--- config.mk ---
export PLATFORM = sky130hd
export DESIGN_NAME = ram256x64_bist
export DESIGN_NICKNAME = d
export VERILOG_FILES = /design/src/rtl/ram256x64_bist.sv
export SDC_FILE = /design/constraint.sdc
export NUM_CORES = 1
export LEC_CHECK = 0
export ABC_AREA = 1
export ABC_CLOCK_PERIOD_IN_PS = 3300
export BUFFER_PORTS_ARGS = -buffer_cell sky130_fd_sc_hd__clkbuf_2
export CORE_ASPECT_RATIO = 0.9
export CORE_MARGIN = 8
export CORE_UTILIZATION = 50
export CTS_CLUSTER_SIZE = 10
export DETAILED_ROUTE_END_ITERATION = 7
export PLACE_DENSITY = 0.74
export SLEW_MARGIN = 20
export SYNTH_ARGS = -nofsm -noshare
export SYNTH_HDL_FRONTEND = slang
export SYNTH_SLANG_ARGS = --single-unit
--- constraint.sdc ---
create_clock -name clock -period 3.3 [get_ports clock]
set_input_delay 0.33 -clock clock [delete_from_list [all_inputs] [get_ports clock]]
set_output_delay 0.33 -clock clock [all_outputs]
set_load 0.02 [all_outputs]
--- src/rtl/ram256x64_bist.sv ---
`default_nettype none
// ============================================================================
// Module   : ram256x64_bist
// Purpose  : Writes an LFSR pattern to a 256x64 RAM, reads it back and reports
//            pass, mismatch count and first failing address.
// Revision : 1.0  initial release
// ============================================================================
module ram256x64_bist #(
    parameter int               DEPTH        = 256,
    parameter int               WIDTH        = 64,
    parameter int               READ_LATENCY = 1,
    parameter logic [WIDTH-1:0] SEED         = 64'h0123_4567_89AB_CDEF
) (
    input  logic             clock,
    input  logic             reset_n,
    input  logic             start,
    output logic [63:0]      mem_address,
    output logic [WIDTH-1:0] mem_in,
    output logic             mem_write,
    input  logic [WIDTH-1:0] mem_out,
    output logic             busy,
    output logic             done,
    output logic             pass,
    output logic [8:0]       err_count,
    output logic [7:0]       first_err_addr
);

    localparam logic [WIDTH-1:0] c_TAPS = 64'hD800_0000_0000_0000;
    localparam logic [7:0]       c_LAST = 8'(DEPTH - 1);

    typedef enum logic [2:0] {
        S_IDLE  = 3'd0,
        S_WRITE = 3'd1,
        S_READ  = 3'd2,
        S_DRAIN = 3'd3,
        S_DONE  = 3'd4
    } state_t;

    state_t                  r_state;
    logic [7:0]              r_idx;
    logic [WIDTH-1:0]        r_wr_lfsr;
    logic [WIDTH-1:0]        r_exp_lfsr;
    logic [WIDTH-1:0]        r_wdata;
    logic [7:0]              r_addr;
    logic                    r_we;
    logic                    r_busy;
    logic                    r_done;
    logic                    r_pass;
    logic [8:0]              r_errs;
    logic [7:0]              r_first;
    logic [READ_LATENCY-1:0] r_vld;
    logic [7:0]              r_apipe [READ_LATENCY];
    logic                    w_mismatch;

    function automatic logic [WIDTH-1:0] lfsr_step(input logic [WIDTH-1:0] v);
        return (v >> 1) ^ (v[0] ? c_TAPS : '0);
    endfunction

    assign w_mismatch = r_vld[READ_LATENCY-1] && (mem_out != r_exp_lfsr);

    always_ff @(posedge clock) begin
        if (!reset_n) begin
            r_state    <= S_IDLE;
            r_idx      <= 8'd0;
            r_wr_lfsr  <= SEED;
            r_exp_lfsr <= SEED;
            r_wdata    <= '0;
            r_addr     <= 8'd0;
            r_we       <= 1'b0;
            r_busy     <= 1'b0;
            r_done     <= 1'b0;
            r_pass     <= 1'b0;
            r_errs     <= 9'd0;
            r_first    <= 8'd0;
            r_vld      <= '0;
            for (int k = 0; k < READ_LATENCY; k++) begin
                r_apipe[k] <= 8'd0;
            end
        end else begin
            r_done  <= 1'b0;
            r_we    <= 1'b0;
            r_wdata <= '0;

            // Read-back compare runs off the delayed valid, independent of state.
            if (r_vld[READ_LATENCY-1]) begin
                r_exp_lfsr <= lfsr_step(r_exp_lfsr);
                if (w_mismatch) begin
                    r_errs <= r_errs + 9'd1;
                    if (r_errs == 9'd0) begin
                        r_first <= r_apipe[READ_LATENCY-1];
                    end
                end
            end

            r_vld[0]   <= 1'b0;
            r_apipe[0] <= r_idx;
            for (int k = 1; k < READ_LATENCY; k++) begin
                r_vld[k]   <= r_vld[k-1];
                r_apipe[k] <= r_apipe[k-1];
            end

            case (r_state)
                S_IDLE: begin
                    if (start) begin
                        r_errs     <= 9'd0;
                        r_first    <= 8'd0;
                        r_pass     <= 1'b0;
                        r_wr_lfsr  <= SEED;
                        r_exp_lfsr <= SEED;
                        r_idx      <= 8'd0;
                        r_busy     <= 1'b1;
                        r_state    <= S_WRITE;
                    end
                end
                S_WRITE: begin
                    r_we      <= 1'b1;
                    r_addr    <= r_idx;
                    r_wdata   <= r_wr_lfsr;
                    r_wr_lfsr <= lfsr_step(r_wr_lfsr);
                    r_idx     <= r_idx + 8'd1;
                    if (r_idx == c_LAST) begin
                        r_state <= S_READ;
                    end
                end
                S_READ: begin
                    r_addr   <= r_idx;
                    r_vld[0] <= 1'b1;
                    r_idx    <= r_idx + 8'd1;
                    if (r_idx == c_LAST) begin
                        r_state <= S_DRAIN;
                    end
                end
                S_DRAIN: begin
                    if (r_vld == '0) begin
                        r_done  <= 1'b1;
                        r_busy  <= 1'b0;
                        r_pass  <= (r_errs == 9'd0);
                        r_state <= S_DONE;
                    end
                end
                S_DONE: begin
                    // A restart here issues the first write straight away so
                    // back-to-back tests leave no gap after done.
                    if (start) begin
                        r_errs     <= 9'd0;
                        r_first    <= 8'd0;
                        r_pass     <= 1'b0;
                        r_exp_lfsr <= SEED;
                        r_we       <= 1'b1;
                        r_addr     <= 8'd0;
                        r_wdata    <= SEED;
                        r_wr_lfsr  <= lfsr_step(SEED);
                        r_idx      <= 8'd1;
                        r_busy     <= 1'b1;
                        r_state    <= S_WRITE;
                    end else begin
                        r_state <= S_IDLE;
                    end
                end
                default: r_state <= S_IDLE;
            endcase
        end
    end

    assign mem_address    = {56'd0, r_addr};
    assign mem_in         = r_wdata;
    assign mem_write      = r_we;
    assign busy           = r_busy;
    assign done           = r_done;
    assign pass           = r_pass;
    assign err_count      = r_errs;
    assign first_err_addr = r_first;

endmodule
`default_nettype wire

Yosys cells after proc, flatten, opt, wreduce, memory -nomap -nowiden
Memory sizes are Yosys's and may differ from the RTL's.
Cells that the tools add are included.
{"block": "totals", "ramBits": 8, "wordCells": 89, "register_bits": 233, "n_memories": 1}
{"memory": "r_apipe", "words": 1, "word_bits": 8, "rd": 1, "rd_clocked_by_memory_dff": 0, "wr": 1, "line_no": "52", "rtl": "logic [7:0] r_apipe [READ_LATENCY];"}
{"block": "op_classes", "bitwise": 2, "n_mux": 43, "add_sub_neg": 2, "reduce_logical": 16, "eq_ne": 12}
{"op": "$mux 64", "count": 7}
{"op": "$pmux 64 s3", "count": 1}
{"op": "$pmux 64 s2", "count": 1}
{"op": "$xor 63x64->64", "count": 2}
{"op": "$mux 8", "count": 8}
{"op": "$ne 64x64->1", "count": 1}
{"op": "$mux 57", "count": 1}
{"op": "$mux 9", "count": 4}
{"op": "$pmux 8 s3", "count": 1}
{"op": "$pmux 8 s2", "count": 1}
{"op": "$pmux 3 s5", "count": 1}
{"op": "$mux 3", "count": 4}
{"op": "$mux 1", "count": 11}
{"op": "$ne 2x2->1 const B", "count": 5}
{"op": "$add 9x1->9 const B", "count": 1}
{"op": "$logic_not 9->1", "count": 1}
{"op": "$reduce_and 3->1", "count": 3}
{"op": "$add 8x1->8 const B", "count": 1}
{"op": "$eq 8x8->1 const B", "count": 1}
{"op": "$reduce_or 8->1", "count": 1}
{"op": "$eq 3x2->1 const B", "count": 2}
{"op": "$pmux 1 s2", "count": 3}
{"op": "$reduce_bool 3->1", "count": 2}
{"op": "$reduce_and 2->1", "count": 2}
{"op": "8 further kinds", "count": 10}

Logic depth before layout (Yosys ltp)
{"block": "depth", "ltp_word": 6, "depth_mapped": 14}

Worst setup path after synthesis
No wires, ideal clock.
{"block": "synth_path", "path_type": "register -> register", "startpoint": "register r_errs[0], in the netlist err_count[0]", "endpoint": "register r_first[3], in the netlist first_err_addr[3]", "path_stages_with_launch": 11, "setup_ns": 0.112, "setup_slack_ns": 1.727, "arrival_time_ns": 1.461, "synth_period_minus_slack_ns": 1.573, "path_cell_list": "dfxtp_1 inv_1 ha_1 inv_1 nor3_1 nand2_1 nor2_1 nand3_4 buf_12 nor2_2 nor2_2"}
{"block": "synth_via", "elab_chain_cells": 6}
{"item": "start, declared", "line_no": "49", "rtl": "logic [8:0] r_errs;"}
{"item": "start signal, assigned", "line_no": "88", "rtl": "r_errs <= r_errs + 9'd1;"}
{"item": "$logic_not 9->1 (*)", "line_no": "89", "rtl": "if (r_errs == 9'd0) begin"}
{"item": "$mux 8 (*)", "line_no": "89"}
{"item": "$mux 8 (*)", "line_no": "87", "rtl": "if (w_mismatch) begin"}
{"item": "$mux 8 (*)", "line_no": "85", "rtl": "if (r_vld[READ_LATENCY-1]) begin"}
{"item": "$mux 8", "line_no": "104, 144"}
{"item": "$mux 8 (*)"}
{"item": "end signal, assigned", "line_no": "90", "rtl": "r_first <= r_apipe[READ_LATENCY-1];"}
{"item": "end, declared", "line_no": "50", "rtl": "logic [7:0] r_first;"}
Mark *: on every way between the ends. The rest lies on a longest branch, timed or not.
A chain may end at the register's enable or synchronous reset.

Final worst setup path
{"block": "layout_path", "startpoint": "register r_state[0]", "endpoint": "register r_wr_lfsr[4]"}
{"block": "layout_via", "elab_chain_cells": 3}
{"item": "start, declared", "line_no": "39", "rtl": "state_t r_state;"}
{"item": "start signal, assigned", "line_no": "63", "rtl": "r_state <= S_IDLE;"}
{"item": "start signal, assigned", "line_no": "112", "rtl": "r_state <= S_WRITE;"}
{"item": "start signal, assigned", "line_no": "122", "rtl": "r_state <= S_READ;"}
{"item": "$eq 3x3->1 (tied with other cells)", "line_no": "102", "rtl": "case (r_state)"}
{"item": "$ne 2x2->1 (no line) / $reduce_bool 3->1 (equally long branches)"}
{"item": "$reduce_and 3->1 (no line)"}
{"item": "end signal, assigned", "line_no": "119", "rtl": "r_wr_lfsr <= lfsr_step(r_wr_lfsr);"}
{"item": "end signal, assigned", "line_no": "152", "rtl": "r_wr_lfsr <= lfsr_step(SEED);"}
{"item": "end, declared", "line_no": "41", "rtl": "logic [WIDTH-1:0] r_wr_lfsr;"}
Parallel ways exist; a longest one is shown, timed or not.

==> results.yml <==
outcome:
  run_status: "finished clean"
die:
  start_util: 0.512
  die_area_um2: 24400
  io_pins: 216
  design.core.area_um2: 19200
  rows: 48
  die_height_um: 149
  die_w_um: 164
timing:
  fin_hold_ws_ns: 0.323
  fmax_mhz: 421
  rsz0062_at_grt: "no"
  finalSetupViolations: 0
  post-route-min-period_ns: 2.38
  setup_tns_ns: 0
  clock_skew_ns: 0.0374
  relSlewSlack: 0.378
  finalMaxSlewViolations: 0
  finalCritPeriodShare: 0.720
  finalHoldViolations: 0
  worst_slew_pin_slew_ns: 0.927
clock_tree:
  cts.sinks: 241
  cts-resized-gates: 0
  clk_pin_slew_ns: 0.05
  clock_latency_ns: 0.55
  clk_path_buf_depth: 3
  cts_buffers: 28
  cts_hold_buf: 0
  cts-root-buf: "clkbuf_16"
  htree_levels: 1
  cts_tree: "built"
  post-cts-setup-buffer-count: 0
setup_path:
  path_cells: "inv_1 -> nor2_1 -> nand2_2 -> nand2_1 -> inv_1 -> buf_4 -> nand2_1 -> a21oi_1"
  worstPathArrival_ns: 2.82
  worstPathRequired_ns: 3.74
  slowest_delay_ns: 0.54
  critPathSlowestCell: "nand2_1"
  crit_path_start_kind: "flip-flop"
  endpoint_kind: "flip-flop"
  critPathKind: "flip-flop to flip-flop"
  cp_max_fo: 40
worst_hold_path:
  hold_class: "input pin to flip-flop"
logic_synthesis:
  postSynthCellCount: 1333
  synth_area_leaders: "dfxtp_1, nand2_1, nor2_1"
  yosys_warnings: 0
  avgSynthCellArea_um2: 7.38
  synth_area_um2: 9830
  synth_top_area_cell: "dfxtp_1"
  synth_cell_types: 36
  yosys_register_bits: 241
  synth_top_area_frac: 0.491
  seq_area_frac_synth: 0.491
global_route:
  grt_max_degree: 72
  grt_antenna_before_repair: 0
  grt_pass1_vias: 7584
  grt_pass1_wl_um: 37300
  overflow: 0
  grt_use_total: 0.182
pwr:
  p_switching_mw: 2.94
  p_per_area_nw_per_um2: 761
  power.internal_mw: 5.68
  p_seq_frac: 0.429
  pwr-share-clk: 0.315
  p_comb_frac: 0.256
  p_leak_nw: 5.82
  ir_drop_v: 0.000434
  swShare: 0.341
route:
  routed_via_density: 4.77
  drt_iter0_drc: 683
  wl_per_cell_um: 13.2
  ant_nets: 0
  drc: 0
  wl_um: 22800
  vias: 8226
  first_pass_iters: 5
layout:
  nets: 1542
  layout-drive-gt1-share: 0.166
  instances_no_fill: 1726
  antenna_cells: 0
  area.growth.synth_to_final_pct: 15.2
flow_run:
  cap_violations: 0
placed_design:
  placed_cells: 1692
  dp_hpwl_um: 15500
  place_congestion: 0.807
  io_buffers: 159
==> layer usage <==
metal  GRT usage  wire length, um  vias to the layer above  share of wire
li1            -                -                     4294              -
met1       0.244            10600                     3688           0.47
met2       0.298            10400                      217           0.46
met3      0.0373             1470                       27          0.064
met4      0.0359              317                        0          0.014
met5           0                0                        -              0
==> critical path, delay by kind of cell, from the launching register on <==
kind,cells,cell delay [ns]
AO/OA/AOI/OAI,1,0.14
buffers and inverters,3,0.63
flip-flops,1,0.31
AND/OR/NAND/NOR,4,1.15
==> final timing paths <==
| path | start | end | slack [ns] | cells after the start |
|---|---|---|---|---|
| setup reg to reg | r_state[0] | r_wr_lfsr[4] | 0.92 | 8 |
| hold / removal | start | r_wr_lfsr[62] | 0.32 | 5 |
| hold reg to reg | r_wr_lfsr[49] | r_wr_lfsr[49] | 0.45 | 2 |
| setup / recovery | r_state[0] | r_wr_lfsr[4] | 0.92 | 8 |
==> final cells by class <==
| type | instances | area (um^2) |
|---|---|---|
| inverter | 159 | 597 |
| clock inverter | 2 | 60.1 |
| fill | 1811 | 7890 |
| timing repair buffer | 168 | 863 |
| sequential | 241 | 4830 |
| tap | 250 | 313 |
| multi-input combinational | 874 | 3950 |
| clock buffer | 32 | 726 |
==> stage by stage <==
| stage | area (um^2) | power (mW) | setup slack [ns] | utilization |
|---|---|---|---|---|
| final | 11300 | 8.62 | 0.925 | 0.590 |
| after CTS | 11300 | 8.69 | 0.948 | 0.590 |
| after detailed placement | 10500 | 5.95 | 0.971 | 0.549 |
| after floorplan | 10000 | 5.44 | 1.73 | - |
| after global placement | 10500 | 5.90 | 1.02 | 0.549 |
| after global routing | 11300 | 9.14 | 0.732 | 0.590 |
==> cells by family after synthesis <==
group	Yosys count	share of synthesized area
AND/OR/NAND/NOR	639	0.261
other	1	0.000381
buffers and inverters	273	0.130
adder cells (fa/ha/maj)	3	0.00382
AO/OA/AOI/OAI	156	0.0962
XOR/XNOR	20	0.0178
flip-flops	241	0.491
==> registers in the layout, summed over array words and instances, names as in the netlist, 3 cells and up <==
register / flops
mem_in: 64
r_exp_lfsr: 64
r_wr_lfsr: 64
err_count: 9
first_err_addr: 8
r_addr: 8
r_apipe: 8
r_idx: 8
r_state: 3
==> Yosys cell counts, drive strengths merged <==
master / count
inv: 157
conb: 1
nor3: 6
a22oi: 1
o22ai: 24
xor2: 20
nand2: 390
nor2: 185
clkbuf: 33
a31o: 8
or2: 1
o21bai: 1
nand4: 1
o21ai: 10
ha: 3
a21oi: 72
dfxtp: 241
buf: 81
a31oi: 2
clkinv: 2
nand3b: 4
and3: 1
a32o: 1
nor4: 1
nand3: 50
o211ai: 31
a211oi: 6
==> placed cells by master (no fill, tap or decap), types with 10 or more instances in the layout <==
master     synthesis  routed
conb_1             1      56
o21ai_0           10      10
o22ai_1           24      24
nor2_2            14      13
nor2_1           170     170
o211ai_1          31      31
a21oi_1           72      72
inv_2             13      13
nand3_1           49      49
inv_1            144     144
clkbuf_2           0     159
nand2_1          383     383
dfxtp_1          241     240
xor2_1            20      20
clkbuf_16          0      28
==> power by group through the flow <==
stage	combinational (mW)	sequential, mW	clock [mW]
floorplan	1.60	3.84	0
global placement	2.15	3.74	0
detailed placement	2.20	3.75	0
CTS	2.22	3.70	2.77
global route	2.49	3.75	2.90
finish	2.21	3.70	2.72
(Power assumes the default switching activity.)
